`src/rtl/tl_pkg.sv`:
```
// Shared TileLink-UL definitions: opcode encodings, default widths and AMBA prot bundle.
package tl_pkg;

  typedef enum logic [2:0] {
    TL_A_PUT_FULL    = 3'd0,
    TL_A_PUT_PARTIAL = 3'd1,
    TL_A_GET         = 3'd4
  } tl_a_opcode_e;

  typedef enum logic [2:0] {
    TL_D_ACCESS_ACK      = 3'd0,
    TL_D_ACCESS_ACK_DATA = 3'd1
  } tl_d_opcode_e;

  localparam int unsigned TL_ADDR_W = 32;
  localparam int unsigned TL_DATA_W = 32;
  localparam int unsigned TL_SRC_W  = 2;

  typedef struct packed {
    logic bufferable;
    logic modifiable;
    logic readalloc;
    logic writealloc;
    logic privileged;
    logic secure;
    logic fetch;
  } tl_prot_t;

endpackage

```
`src/rtl/tl_channel_buffer_if.sv`:
```
// Generic ready/valid channel carrying one beat of type T.
interface tl_channel_buffer_if #(
  parameter type T = logic
) ();
  logic valid;
  logic ready;
  T     bits;

  modport master (output valid, output bits, input  ready);
  modport slave  (input  valid, input  bits, output ready);
endinterface

```
`src/rtl/tl_beat_queue.sv`:
```
// Registered circular FIFO with no flow-through path; ready depends only on the fill count.
module tl_beat_queue #(
  parameter int unsigned DEPTH = 2,
  parameter type         T     = logic
) (
  input  logic                  clk,
  input  logic                  rst,
  tl_channel_buffer_if.slave    enq,
  tl_channel_buffer_if.master   deq
);

  localparam int unsigned PW = (DEPTH > 1) ? $clog2(DEPTH) : 1;
  localparam int unsigned CW = $clog2(DEPTH + 1);

  typedef logic [PW-1:0] ptr_t;
  typedef logic [CW-1:0] cnt_t;

  ptr_t enq_ptr_q, enq_ptr_d;
  ptr_t deq_ptr_q, deq_ptr_d;
  cnt_t count_q, count_d;
  T     mem_q [DEPTH];
  logic do_enq, do_deq;

  // For DEPTH = 1 the wrap compare is always true, so pointers stay at 0.
  function automatic ptr_t ptr_inc(input ptr_t p);
    return (p == ptr_t'(DEPTH - 1)) ? '0 : p + ptr_t'(1);
  endfunction

  assign enq.ready = (count_q != cnt_t'(DEPTH));
  assign deq.valid = (count_q != '0);
  assign deq.bits  = mem_q[deq_ptr_q];

  always_comb begin
    do_enq    = enq.valid & enq.ready;
    do_deq    = deq.valid & deq.ready;
    enq_ptr_d = enq_ptr_q;
    deq_ptr_d = deq_ptr_q;
    count_d   = count_q;
    if (do_enq) enq_ptr_d = ptr_inc(enq_ptr_q);
    if (do_deq) deq_ptr_d = ptr_inc(deq_ptr_q);
    if (do_enq && !do_deq)      count_d = count_q + cnt_t'(1);
    else if (!do_enq && do_deq) count_d = count_q - cnt_t'(1);
  end

  always_ff @(posedge clk or posedge rst) begin
    if (rst) begin
      enq_ptr_q <= '0;
      deq_ptr_q <= '0;
      count_q   <= '0;
    end else begin
      enq_ptr_q <= enq_ptr_d;
      deq_ptr_q <= deq_ptr_d;
      count_q   <= count_d;
    end
  end

  always_ff @(posedge clk) begin
    if (do_enq) mem_q[enq_ptr_q] <= enq.bits;
  end

endmodule

```
`src/rtl/tl_channel_buffer.sv`:
```
// TileLink-UL A/D channel buffer: one registered FIFO per channel, fields packed into beats.
module tl_channel_buffer
  import tl_pkg::*;
#(
  parameter int unsigned A_DEPTH = 2,
  parameter int unsigned D_DEPTH = 2,
  parameter int unsigned ADDR_W  = TL_ADDR_W,
  parameter int unsigned DATA_W  = TL_DATA_W,
  parameter int unsigned SRC_W   = TL_SRC_W
) (
  input  logic                clock,
  input  logic                reset,
  output logic                auto_in_a_ready,
  input  logic                auto_in_a_valid,
  input  logic [2:0]          auto_in_a_bits_opcode,
  input  logic [2:0]          auto_in_a_bits_param,
  input  logic [2:0]          auto_in_a_bits_size,
  input  logic [SRC_W-1:0]    auto_in_a_bits_source,
  input  logic [ADDR_W-1:0]   auto_in_a_bits_address,
  input  logic                auto_in_a_bits_user_amba_prot_bufferable,
  input  logic                auto_in_a_bits_user_amba_prot_modifiable,
  input  logic                auto_in_a_bits_user_amba_prot_readalloc,
  input  logic                auto_in_a_bits_user_amba_prot_writealloc,
  input  logic                auto_in_a_bits_user_amba_prot_privileged,
  input  logic                auto_in_a_bits_user_amba_prot_secure,
  input  logic                auto_in_a_bits_user_amba_prot_fetch,
  input  logic [DATA_W/8-1:0] auto_in_a_bits_mask,
  input  logic [DATA_W-1:0]   auto_in_a_bits_data,
  input  logic                auto_in_a_bits_corrupt,
  input  logic                auto_in_d_ready,
  output logic                auto_in_d_valid,
  output logic [2:0]          auto_in_d_bits_opcode,
  output logic [2:0]          auto_in_d_bits_size,
  output logic [SRC_W-1:0]    auto_in_d_bits_source,
  output logic                auto_in_d_bits_denied,
  output logic                auto_in_d_bits_corrupt,
  output logic [DATA_W-1:0]   auto_in_d_bits_data,
  input  logic                auto_out_a_ready,
  output logic                auto_out_a_valid,
  output logic [2:0]          auto_out_a_bits_opcode,
  output logic [2:0]          auto_out_a_bits_param,
  output logic [2:0]          auto_out_a_bits_size,
  output logic [SRC_W-1:0]    auto_out_a_bits_source,
  output logic [ADDR_W-1:0]   auto_out_a_bits_address,
  output logic                auto_out_a_bits_user_amba_prot_bufferable,
  output logic                auto_out_a_bits_user_amba_prot_modifiable,
  output logic                auto_out_a_bits_user_amba_prot_readalloc,
  output logic                auto_out_a_bits_user_amba_prot_writealloc,
  output logic                auto_out_a_bits_user_amba_prot_privileged,
  output logic                auto_out_a_bits_user_amba_prot_secure,
  output logic                auto_out_a_bits_user_amba_prot_fetch,
  output logic [DATA_W/8-1:0] auto_out_a_bits_mask,
  output logic [DATA_W-1:0]   auto_out_a_bits_data,
  output logic                auto_out_a_bits_corrupt,
  output logic                auto_out_d_ready,
  input  logic                auto_out_d_valid,
  input  logic [2:0]          auto_out_d_bits_opcode,
  input  logic [2:0]          auto_out_d_bits_size,
  input  logic [SRC_W-1:0]    auto_out_d_bits_source,
  input  logic                auto_out_d_bits_denied,
  input  logic                auto_out_d_bits_corrupt,
  input  logic [DATA_W-1:0]   auto_out_d_bits_data
);

  typedef struct packed {
    logic [2:0]          opcode;
    logic [2:0]          param;
    logic [2:0]          size;
    logic [SRC_W-1:0]    source;
    logic [ADDR_W-1:0]   address;
    tl_prot_t            prot;
    logic [DATA_W/8-1:0] mask;
    logic [DATA_W-1:0]   data;
    logic                corrupt;
  } tl_a_beat_t;

  typedef struct packed {
    logic [2:0]        opcode;
    logic [2:0]        size;
    logic [SRC_W-1:0]  source;
    logic              denied;
    logic              corrupt;
    logic [DATA_W-1:0] data;
  } tl_d_beat_t;

  tl_channel_buffer_if #(.T(tl_a_beat_t)) a_enq ();
  tl_channel_buffer_if #(.T(tl_a_beat_t)) a_deq ();
  tl_channel_buffer_if #(.T(tl_d_beat_t)) d_enq ();
  tl_channel_buffer_if #(.T(tl_d_beat_t)) d_deq ();

  assign a_enq.valid = auto_in_a_valid;
  assign a_enq.bits  = '{
    opcode:  auto_in_a_bits_opcode,
    param:   auto_in_a_bits_param,
    size:    auto_in_a_bits_size,
    source:  auto_in_a_bits_source,
    address: auto_in_a_bits_address,
    prot:    '{bufferable: auto_in_a_bits_user_amba_prot_bufferable,
               modifiable: auto_in_a_bits_user_amba_prot_modifiable,
               readalloc:  auto_in_a_bits_user_amba_prot_readalloc,
               writealloc: auto_in_a_bits_user_amba_prot_writealloc,
               privileged: auto_in_a_bits_user_amba_prot_privileged,
               secure:     auto_in_a_bits_user_amba_prot_secure,
               fetch:      auto_in_a_bits_user_amba_prot_fetch},
    mask:    auto_in_a_bits_mask,
    data:    auto_in_a_bits_data,
    corrupt: auto_in_a_bits_corrupt
  };
  assign auto_in_a_ready = a_enq.ready;

  assign auto_out_a_valid = a_deq.valid;
  assign a_deq.ready      = auto_out_a_ready;
  assign auto_out_a_bits_opcode  = a_deq.bits.opcode;
  assign auto_out_a_bits_param   = a_deq.bits.param;
  assign auto_out_a_bits_size    = a_deq.bits.size;
  assign auto_out_a_bits_source  = a_deq.bits.source;
  assign auto_out_a_bits_address = a_deq.bits.address;
  assign auto_out_a_bits_user_amba_prot_bufferable = a_deq.bits.prot.bufferable;
  assign auto_out_a_bits_user_amba_prot_modifiable = a_deq.bits.prot.modifiable;
  assign auto_out_a_bits_user_amba_prot_readalloc  = a_deq.bits.prot.readalloc;
  assign auto_out_a_bits_user_amba_prot_writealloc = a_deq.bits.prot.writealloc;
  assign auto_out_a_bits_user_amba_prot_privileged = a_deq.bits.prot.privileged;
  assign auto_out_a_bits_user_amba_prot_secure     = a_deq.bits.prot.secure;
  assign auto_out_a_bits_user_amba_prot_fetch      = a_deq.bits.prot.fetch;
  assign auto_out_a_bits_mask    = a_deq.bits.mask;
  assign auto_out_a_bits_data    = a_deq.bits.data;
  assign auto_out_a_bits_corrupt = a_deq.bits.corrupt;

  // D flows from the downstream (auto_out) side back to the upstream (auto_in) side.
  assign d_enq.valid = auto_out_d_valid;
  assign d_enq.bits  = '{
    opcode:  auto_out_d_bits_opcode,
    size:    auto_out_d_bits_size,
    source:  auto_out_d_bits_source,
    denied:  auto_out_d_bits_denied,
    corrupt: auto_out_d_bits_corrupt,
    data:    auto_out_d_bits_data
  };
  assign auto_out_d_ready = d_enq.ready;

  assign auto_in_d_valid        = d_deq.valid;
  assign d_deq.ready            = auto_in_d_ready;
  assign auto_in_d_bits_opcode  = d_deq.bits.opcode;
  assign auto_in_d_bits_size    = d_deq.bits.size;
  assign auto_in_d_bits_source  = d_deq.bits.source;
  assign auto_in_d_bits_denied  = d_deq.bits.denied;
  assign auto_in_d_bits_corrupt = d_deq.bits.corrupt;
  assign auto_in_d_bits_data    = d_deq.bits.data;

  tl_beat_queue #(.DEPTH(A_DEPTH), .T(tl_a_beat_t)) u_a_queue (
    .clk (clock),
    .rst (reset),
    .enq (a_enq),
    .deq (a_deq)
  );

  tl_beat_queue #(.DEPTH(D_DEPTH), .T(tl_d_beat_t)) u_d_queue (
    .clk (clock),
    .rst (reset),
    .enq (d_enq),
    .deq (d_deq)
  );

endmodule

```
`config.mk`:
```
export PLATFORM = sky130hd
export DESIGN_NAME = tl_channel_buffer
export DESIGN_NICKNAME = d
export VERILOG_FILES = /design/src/rtl/tl_pkg.sv /design/src/rtl/tl_channel_buffer_if.sv /design/src/rtl/tl_beat_queue.sv /design/src/rtl/tl_channel_buffer.sv
export SDC_FILE = /design/constraint.sdc
export NUM_CORES = 1
export LEC_CHECK = 0
export CORE_MARGIN = 5
export CORE_UTILIZATION = 35
export DETAILED_ROUTE_END_ITERATION = 8
export GPL_TIMING_DRIVEN = 0
export PLACE_DENSITY = 0.7
export SYNTH_ARGS = -nofsm -noshare
export SYNTH_HDL_FRONTEND = slang
export SYNTH_SLANG_ARGS = --single-unit
```
`constraint.sdc`:
```
create_clock -name clock -period 9.6 [get_ports clock]
set_input_delay 0.96 -clock clock [delete_from_list [all_inputs] [get_ports clock]]
set_output_delay 0.96 -clock clock [all_outputs]
set_load 0.005 [all_outputs]
```
==> run_results.csv, run 1 <==
group,metric,value,unit
logic_synthesis,yosys_warnings,0,
critical_path,cp.required,8.64,ns
timing,setup_tns,0,ns
global_route,grt_max_degree,45,
clock_network,cts_made_buffers,28,
critical_path,crit_top_cell,"buf_6",
power_and_ir_drop,p_leak,4.791,nW
placed_design,io_buffers,267,
floorplan,core_area,27710,um2
logic_synthesis,syn_inst,439,
critical_path,path_max_fanout,10,
route,first_pass_iters,4,
cells_and_area,finalCoreUtilization,50.40,%
timing,tightest_slew,0.6891,ns
min_path,min_to,"u_d_queue.count_q[1]",
power_and_ir_drop,peakVddDrop,0.0001801,V
critical_path,reg2reg_slack,7.68,ns
cells_and_area,final_nets,879,
timing,timing.fmax,313.2,MHz
route,drc,0,
logic_synthesis,yosysSeqAreaShare,81.33,%
critical_path,critPathSlowestCell,"clkdlybuf4s50_1",
clock_network,cts_buffer_depth,3,
clock_network,htreeDepth,1,
route,routedWlPerCell,18.12,um
route,antenna_left,0,
cells_and_area,drive_gt1_share,25.29,%
route,via_per_inst,4.436,
logic_synthesis,synth_fp_nets,576,
placed_design,dp.final_hpwl,14700,um
timing,skew,0.005786,ns
placed_design,detailedPlace.worstSlack,6.796,ns
floorplan,die_w,177.1,um
min_path,min_from,"u_d_queue.count_q[1]",
global_route,grt_use_total,12.74,%
timing,timing.final.ws_setup,6.407,ns
floorplan,dieArea,31360,um2
status,status,"completed",
timing,hold_ws,0.4966,ns
critical_path,timing.rr.end,"u_a_queue.mem_q[1][26]",
logic_synthesis,netlist_area,9772,um2
floorplan,rows,61,
critical_path,r2r-start,"u_a_queue.count_q[0]",
floorplan,io_pins,268,
timing,hold_violations,0,
critical_path,rr_worst_depth,3,
timing,post-route-period-util,33.26,%
clock_network,clkTransAtPathRegs,0.06,ns
global_route,grt-ovfl-total,0,
critical_path,worstSetupPathType,"flip-flop to output pin",
critical_path,critPathArrivalTime,2.23,ns
timing,min_period,3.193,ns
floorplan,initial_core_util,35.27,%
floorplan,die_h,177.1,um
logic_synthesis,ys_ff_latch,266,
critical_path,path_cells,"buf_6, buf_6, buf_6, mux2_4, clkdlybuf4s50_1",
clock_network,cts_setup_buffers,0,
logic_synthesis,netlist-cell-type-count,16,
placed_design,gp_congestion,0.7069,
route,drt-initial-drc-count,162,
critical_path,slowest_delay,0.51,ns
clock_network,cts_sinks,266,
critical_path,crit_path_start_kind,"flip-flop",
timing,setup_violations,0,
clock_network,cts-root-buf,"clkbuf_16",
min_path,min_path_type,"flip-flop to flip-flop",
job,maxCapViolCount,0,
clock_network,clk_latency,0.53,ns
clock_network,ctsResizeCount,0,
global_route,antenna_found_initial,0,
clock_network,cts_tree,"built",
logic_synthesis,syn_avg_cell_area,22.26,um2
critical_path,setup.worst_path.end_class,"output pin",
power_and_ir_drop,power.density,292.9,nW/um2
route,drt-total-wl,20680,um
global_route,grt_pass1_wl,31220,um
timing,rsz0062_at_grt,"no",
route,vias,5062,
min_path,hold_depth,1,
cells_and_area,area_delta_synth_final,42.88,%
clock_network,cts_hold_buf,0,
cells_and_area,antenna_cells,0,
timing,final_max_slew_viol_count,0,
global_route,grt_pass1_vias,5590,
timing,slew_headroom,54.06,%
per-layer routing:
metal,vias up,global-route usage [%],wire (um)
li1,2334,-,-
met1,2448,14.62,7939
met2,248,21.17,9563
met3,32,6.665,2703
met4,0,3.159,469
met5,-,0,0
placed cells by master, fill, tap and decap left out, drive strengths merged:
cell	count
inv	3
bufinv	3
clkinv	7
ha	2
nand2	4
nor2	4
nand2b	2
dfrtp	8
buf	21
clkdlybuf4s50	267
xor2	4
and3	2
xnor2	6
edfxtp	258
clkbuf	40
mux2	129
clkinvlp	1
or2	2
state kept, by name (all words and copies together) (netlist names):
register / flops
u_a_queue.enq_ptr_q: 1
u_a_queue.deq_ptr_q: 1
u_d_queue.count_q: 2
u_d_queue.enq_ptr_q: 1
u_a_queue.mem_q: 174
u_a_queue.count_q: 2
u_d_queue.mem_q: 84
u_d_queue.deq_ptr_q: 1
cells in the mapped netlist:
master,n,share of area (%)
ha_1,2,0.26
xor2_1,4,0.36
mux2_4,20,3.1
nor2_1,4,0.15
nand2b_1,2,0.13
dfrtp_1,8,2.0
mux2_2,109,13
or2_2,2,0.13
buf_4,2,0.15
buf_2,9,0.46
edfxtp_1,258,79
nand2_1,4,0.15
xnor2_1,6,0.54
buf_6,4,0.46
inv_1,3,0.12
and3_1,2,0.13
metrics by stage:
stage / cell area, um2 / total power, W / cells
4_1_cts: 13960 / 0.004167 / 1141
6_report: 13960 / 0.004090 / 1141
2_1_floorplan: 9772 / 0.002323 / 439
5_1_grt: 13960 / 0.004305 / 1141
3_3_place_gp: 12920 / 0.003084 / 1084
3_5_place_dp: 13070 / 0.003099 / 1090
report_power, final:
| group | internal (W) | total (W) | switching (W) |
|---|---|---|---|
| clock | 0.000633 | 0.00104 | 0.000410 |
| sequential | 0.00159 | 0.00165 | 0.0000612 |
| combinational | 0.000832 | 0.00140 | 0.000568 |
| total | 0.00305 | 0.00409 | 0.00104 |
layout make-up:
| type | instances | area (um2) |
|---|---|---|
| fill | 2276 | 13740 |
| sequential | 266 | 7948 |
| timing repair buffer | 273 | 2800 |
| multi-input combinational | 155 | 1729 |
| clock buffer | 40 | 767.0 |
| tap | 378 | 473.0 |
| clock inverter | 11 | 128.9 |
| buffer | 15 | 105.1 |
| inverter | 3 | 11.26 |
worst max-delay path by stage:
stage                   startpoint                          end  slack, ns  cells past startpoint
2_1_floorplan      auto_in_a_valid        u_a_queue.mem_q[0][0]       4.39                      2
3_3_place_gp       auto_in_a_valid       u_a_queue.mem_q[0][55]       1.54                      3
3_5_place_dp       auto_in_a_valid       u_a_queue.mem_q[1][55]       6.80                      3
4_1_cts        u_a_queue.deq_ptr_q  auto_out_a_bits_address[30]       6.31                      5
5_1_grt        u_a_queue.deq_ptr_q  auto_out_a_bits_address[30]       6.28                      5
6_report       u_a_queue.deq_ptr_q  auto_out_a_bits_address[30]       6.41                      5
worst max-delay path, delay by kind of cell (launching register included):
family	cells	cell delay, ns
buffers and inverters	4	1.05
DFF	1	0.34
muxes	1	0.31
logic make-up (layout without fill, tap and decap cells):
logic type	after synthesis	after routing	synth area share [%]
multiplexers	129	129	15.63
buffers and inverters	18	342	1.191
flip-flops	266	266	81.33
adder cells (fa/ha/maj)	2	2	0.2560
XOR/XNOR	10	10	0.8962
AND/OR/NAND/NOR	14	14	0.6913
(Power assumes the default switching activity.)
==> inputs of run 2 (changes only) <==
--- a/config.mk
+++ b/config.mk
@@ -9,7 +9,7 @@
 export CORE_UTILIZATION = 35
 export DETAILED_ROUTE_END_ITERATION = 8
 export GPL_TIMING_DRIVEN = 0
-export PLACE_DENSITY = 0.7
+export PLACE_DENSITY = 0.73
 export SYNTH_ARGS = -nofsm -noshare
 export SYNTH_HDL_FRONTEND = slang
 export SYNTH_SLANG_ARGS = --single-unit
==> constraint.sdc (replaced) <==
create_clock -name clock -period 2.6 [get_ports clock]
set_input_delay 0.26 -clock clock [delete_from_list [all_inputs] [get_ports clock]]
set_output_delay 0.26 -clock clock [all_outputs]
set_load 0.005 [all_outputs]
==> run 2 against run 1 <==
Against the previous run: sequential share of layout area rose by 0.14 points; flip-flop and latch count did not move; register-to-register slack got worse by 7.0 ns; clock-buffer cell count fell by 4; utilization fell by 0.12 points.
==> run_results.csv, run 2 (synthesis gave the netlist of run 1 again) <==
group,metric,value,unit
critical_path,critPathArrivalTime,2.19,ns
power_and_ir_drop,p_leak,4.773,nW
timing,final_max_slew_viol_count,0,
global_route,use_met1,15.03,%
cells_and_area,fillers,2236,
floorplan,initial_core_util,35.27,%
cells_and_area,post-route-cell-area,13930,um2
global_route,grt_use_met2,22.48,%
clock_network,clk_latency,0.53,ns
timing,setup_violations,0,
clock_network,cts_setup_buffers,0,
global_route,grt-ovfl-total,0,
cells_and_area,area_delta_synth_final,42.54,%
floorplan,dieArea,31360,um2
clock_network,cts_sinks,266,
floorplan,core_area,27710,um2
cells_and_area,drive_gt1_share,24.74,%
power_and_ir_drop,peakVddDrop,0.0006014,V
clock_network,cts_tree,"built",
placed_design,io_buffers,267,
cells_and_area,multi_input_area,1729,um2
critical_path,crit_top_cell,"buf_6",
global_route,busiest_layer,"met2",
critical_path,critPathSlowestCell,"clkdlybuf4s50_1",
clock_network,cts_buffer_depth,3,
cells_and_area,regMostFlops,"u_a_queue.mem_q",
power_and_ir_drop,power.density,1079,nW/um2
min_path,min_path_type,"input pin to flip-flop",
timing,rsz0062_at_grt,"no",
clock_network,clkTransAtPathRegs,0.06,ns
timing,hold_ws,0.3123,ns
critical_path,path_max_fanout,10,
timing,slew_headroom,60.50,%
route,drt-initial-drc-count,228,
status,status,"completed",
cells_and_area,top_regs,"u_a_queue.mem_q: 174 flops, u_d_queue.mem_q: 84 flops",
cells_and_area,final_nets,880,
global_route,antenna_found_initial,0,
route,vias,5092,
route,routedWlPerCell,19.25,um
route,drt-total-wl,21920,um
global_route,grt_pass1_wl,32250,um
timing,hold_violations,0,
floorplan,die_w,177.1,um
floorplan,rows,61,
clock_network,cts_made_buffers,28,
cells_and_area,final_cell_mix,"clkdlybuf4s50_1, edfxtp_1, mux2_2",
critical_path,slowest_delay,0.49,ns
timing,tightest_slew,0.5925,ns
job,maxCapViolCount,0,
timing,skew,0.008646,ns
timing,post-route-period-util,94.10,%
timing,min_period,2.447,ns
critical_path,crit_path_start_kind,"flip-flop",
placed_design,detailedPlace.worstSlack,0.4878,ns
placed_design,dpl_cell_area,13070,um2
clock_network,cts-root-buf,"clkbuf_16",
route,antenna_left,0,
critical_path,worstSetupPathType,"flip-flop to output pin",
critical_path,setup.worst_path.end_class,"output pin",
timing,timing.final.ws_setup,0.1534,ns
global_route,grt_pass1_vias,5638,
critical_path,path_cells,"buf_6, buf_6, buf_6, mux2_4, clkdlybuf4s50_1",
global_route,grt_use_total,13.33,%
timing,timing.fmax,408.7,MHz
placed_design,dp.final_hpwl,15260,um
floorplan,die_h,177.1,um
floorplan,io_pins,268,
cells_and_area,regArea,7948,um2
route,first_pass_iters,4,
global_route,grt_max_degree,53,
route,via_per_inst,4.471,
critical_path,cp.required,2.34,ns
cells_and_area,largest_reg_flops,174,
placed_design,gp_congestion,0.7181,
cells_and_area,final_common_cell,"clkdlybuf4s50_1",
route,drc,0,
global_route,use_met3,7.541,%
clock_network,htreeDepth,1,
-- run 2: critical path: cells and delay by family (launching register included) --
family   cells  cell delay [ns]
flops        1             0.33
buf+inv      4             1.02
mux          1             0.31
-- run 2: what timing repair did --
action / in CTS / in global routing
endpoints found under the setup margin: 9 / 0
gates resized for setup: 1 / 0
hold endpoints to repair: 8 / 0
hold buffers: 1 / 0
-- run 2: path summary, 6_finish.rpt --
path | from | end | slack (ns) | cells after the start
setup / recovery | u_a_queue.deq_ptr_q | auto_out_a_bits_address[29] | 0.15 | 5
setup reg to reg | u_a_queue.count_q[0] | u_a_queue.mem_q[1][39] | 0.70 | 3
min in group asynchronous | reset | u_d_queue.enq_ptr_q | 0.57 | 3
hold reg to reg | u_a_queue.count_q[1] | u_a_queue.count_q[1] | 0.50 | 1
hold / removal | auto_out_d_bits_data[0] | u_d_queue.mem_q[1][0] | 0.31 | 1
max in group asynchronous | reset | u_d_queue.count_q[1] | 1.77 | 3
-- run 2: layout make-up --
type                       count  area share [%]
tap                          378           3.396
clock buffer                  36           5.399
inverter                       3         0.08085
antenna                        1         0.01797
timing repair buffer         274           20.18
sequential                   266           57.06
multi-input combinational    155           12.41
clock inverter                11          0.6827
buffer                        15          0.7725
-- run 2: through the flow --
stage                     TNS, ns  cells  utilization [%]  total power (W)
after floorplan                 0    439                -         0.008532
after global placement    -138.39   1084            46.66          0.01135
after detailed placement        0   1090            47.16          0.01151
after CTS                       0   1138            50.26          0.01530
after global routing            0   1138            50.26          0.01581
final                           0   1139            50.27          0.01503
-- run 2: layer usage --
metal	share of wire [%]	wire [um]
met5	0	0
met1	38	8223
met4	1.8	395
met2	47	10240
met3	14	3065
-- run 2: report_power, final --
group | switching (W) | leakage, nW | internal [W] | total, W
Sequential | 0.000238 | 2.49 | 0.00586 | 0.00610
Combinational | 0.00216 | 1.87 | 0.00308 | 0.00523
Clock | 0.00149 | 0.410 | 0.00220 | 0.00370
==> inputs of run 3 (changes only) <==
--- a/config.mk
+++ b/config.mk
@@ -6,10 +6,10 @@
 export NUM_CORES = 1
 export LEC_CHECK = 0
 export CORE_MARGIN = 5
-export CORE_UTILIZATION = 35
+export CORE_UTILIZATION = 48
 export DETAILED_ROUTE_END_ITERATION = 8
 export GPL_TIMING_DRIVEN = 0
-export PLACE_DENSITY = 0.73
+export PLACE_DENSITY = 0.89
 export SYNTH_ARGS = -nofsm -noshare
 export SYNTH_HDL_FRONTEND = slang
 export SYNTH_SLANG_ARGS = --single-unit
==> constraint.sdc (replaced) <==
create_clock -name clock -period 2.73 [get_ports clock]
set_input_delay 0.273 -clock clock [delete_from_list [all_inputs] [get_ports clock]]
set_output_delay 0.273 -clock clock [all_outputs]
set_load 0.005 [all_outputs]
==> run 3 against run 2 <==
Against the previous run: sequential share of layout area increased by 0.78 points; via count increased by 0.51%; worst hold slack improved by 0.0086 ns; combinational power decreased by 6.7%; utilization increased by 18 points; sequential power decreased by 4.4%; largest power group unchanged; final cell count decreased by 9.3%; flip-flop and latch count unchanged; clock skew decreased by 0.0030 ns; clock-buffer cell count decreased by 6; final area decreased by 1.3%; register-to-register slack got worse by 0.13 ns.
==> run_results.csv, run 3 (synthesis gave the netlist of run 1 again) <==
group,metric,value,unit
critical_path,worstSetupPathType,"flip-flop to output pin",
power_and_ir_drop,sequentialPowerShare,41.4,%
job,maxCapViolCount,0,
timing,setup_violations,0,
clock_network,cts_made_buffers,27,
critical_path,setup.worst_path.end_class,"output pin",
timing,final_max_slew_viol_count,0,
clock_network,cts-root-buf,"clkbuf_16",
placed_design,io_buffers,267,
timing,slew_headroom,54.96,%
floorplan,dieArea,23310,um2
clock_network,cts_sinks,266,
route,drt-total-wl,21000,um
cells_and_area,final_common_cell,"clkdlybuf4s50_1",
clock_network,cts_buffer_depth,3,
floorplan,die_w,152.7,um
floorplan,initial_core_util,48.45,%
route,first_pass_iters,4,
timing,hold_ws,0.3209,ns
route,routedWlPerCell,20.32,um
min_path,min_path_type,"input pin to flip-flop",
clock_network,ctsResizeCount,0,
power_and_ir_drop,combinationalPowerShare,34.6,%
cells_and_area,fillers,1252,
route,drt-initial-drc-count,253,
timing,skew,0.005625,ns
route,via_per_inst,4.955,
global_route,grt_pass1_wl,32100,um
placed_design,detailedPlace.worstSlack,0.3754,ns
global_route,grt_max_degree,45,
placed_design,dp.final_hpwl,14940,um
cells_and_area,regMostFlops,"u_a_queue.mem_q",
timing,timing.fmax,404.6,MHz
global_route,grt-ovfl-total,0,
timing,hold_violations,0,
cells_and_area,area_delta_synth_final,40.61,%
power_and_ir_drop,clkPwrFrac,24.0,%
power_and_ir_drop,p_leak,4.753,nW
critical_path,critPathArrivalTime,2.20,ns
cells_and_area,largest_reg_flops,174,
clock_network,clkTransAtPathRegs,0.06,ns
clock_network,cts_hold_buf,1,
clock_network,clk_latency,0.53,ns
status,status,"completed",
timing,setup_tns,0,ns
critical_path,crit_path_start_kind,"flip-flop",
timing,min_period,2.471,ns
global_route,grt_pass1_vias,5662,
timing,rsz0062_at_grt,"no",
clock_network,cts_tree,"built",
cells_and_area,final_cell_mix,"clkdlybuf4s50_1, edfxtp_1, mux2_2",
power_and_ir_drop,p_switching,0.003692,W
clock_network,htreeDepth,1,
critical_path,path_max_fanout,10,
clock_network,cts_setup_buffers,0,
cells_and_area,drive_gt1_share,25.33,%
timing,post-route-period-util,90.52,%
cells_and_area,instances_no_fill,1033,
cells_and_area,top_regs,"u_a_queue.mem_q: 174 flops, u_d_queue.mem_q: 84 flops",
route,drc,0,
route,antenna_left,0,
power_and_ir_drop,peakVddDrop,0.0006226,V
floorplan,rows,52,
critical_path,cp.required,2.46,ns
power_and_ir_drop,power,0.01409,W
power_and_ir_drop,p_int,0.01040,W
cells_and_area,final_nets,878,
timing,tightest_slew,0.6741,ns
floorplan,core_area,20170,um2
global_route,grt_use_total,17.39,%
power_and_ir_drop,p_sw_share,26.20,%
placed_design,dp.cells,981,
route,vias,5118,
floorplan,io_pins,268,
global_route,antenna_found_initial,0,
placed_design,gp_congestion,0.8173,
floorplan,die_h,152.7,um
power_and_ir_drop,power.density,1026,nW/um2
timing,timing.final.ws_setup,0.2587,ns
run 3: changes by cell type in the layout (fill, tap and decap cells not counted), moves of 2 or more:
cell,delta
clkbuf_1,-4
clkbuf_16,-2
clkinvlp_4,+2
clkinv_2,+5
run 3: stage by stage:
stage	area, um2	utilization (%)
5_1_grt	13740	68.11
4_1_cts	13740	68.11
2_1_floorplan	9783	-
3_5_place_dp	12900	63.98
3_3_place_gp	12790	63.43
6_report	13740	68.13
run 3: metal layers:
| layer | routed length, um | global-route usage [%] | vias to the layer above |
|---|---|---|---|
| li1 | - | - | 2338 |
| met1 | 8131 | 21.66 | 2517 |
| met2 | 10520 | 30.35 | 235 |
| met3 | 1952 | 5.339 | 28 |
| met4 | 396 | 3.521 | 0 |
| met5 | 0 | 0 | - |
run 3: cell type report:
class	instances	area, um2	area share, %
Tap cell	270	337.8	2.459
Antenna cell	1	2.502	0.01821
Clock buffer	30	686.9	4.999
Timing Repair Buffer	273	2783	20.25
Multi-Input combinational cell	155	1729	12.58
Sequential cell	266	7948	57.84
Clock inverter	20	137.6	1.002
Inverter	3	11.26	0.08195
Buffer	15	105.1	0.7649
run 3: worst paths after layout:
check	from	to	slack [ns]	cells after the start
max	u_a_queue.deq_ptr_q	auto_out_a_bits_param[1]	0.26	4
min	auto_in_a_bits_address[2]	u_a_queue.mem_q[1][46]	0.32	1
max reg2reg	u_a_queue.count_q[0]	u_a_queue.mem_q[0][81]	0.57	5
min reg2reg	u_a_queue.count_q[1]	u_a_queue.count_q[1]	0.50	1
max in group asynchronous	reset	u_d_queue.deq_ptr_q	1.92	3
min in group asynchronous	reset	u_d_queue.enq_ptr_q	0.56	3
run 3: critical path, cell delays in order (launching register included):
cell and delay, ns:
dfrtp_1 0.35, buf_6 0.14, buf_2 0.30, mux2_2 0.38
clkdlybuf4s50_1 0.50
run 3: power by group through the flow:
stage	combinational [W]	sequential [W]	clock, W
floorplan	0.00227	0.00585	0
global placement	0.00467	0.00590	0
detailed placement	0.00492	0.00591	0
CTS	0.00498	0.00584	0.00346
global route	0.00519	0.00591	0.00364
finish	0.00488	0.00583	0.00338
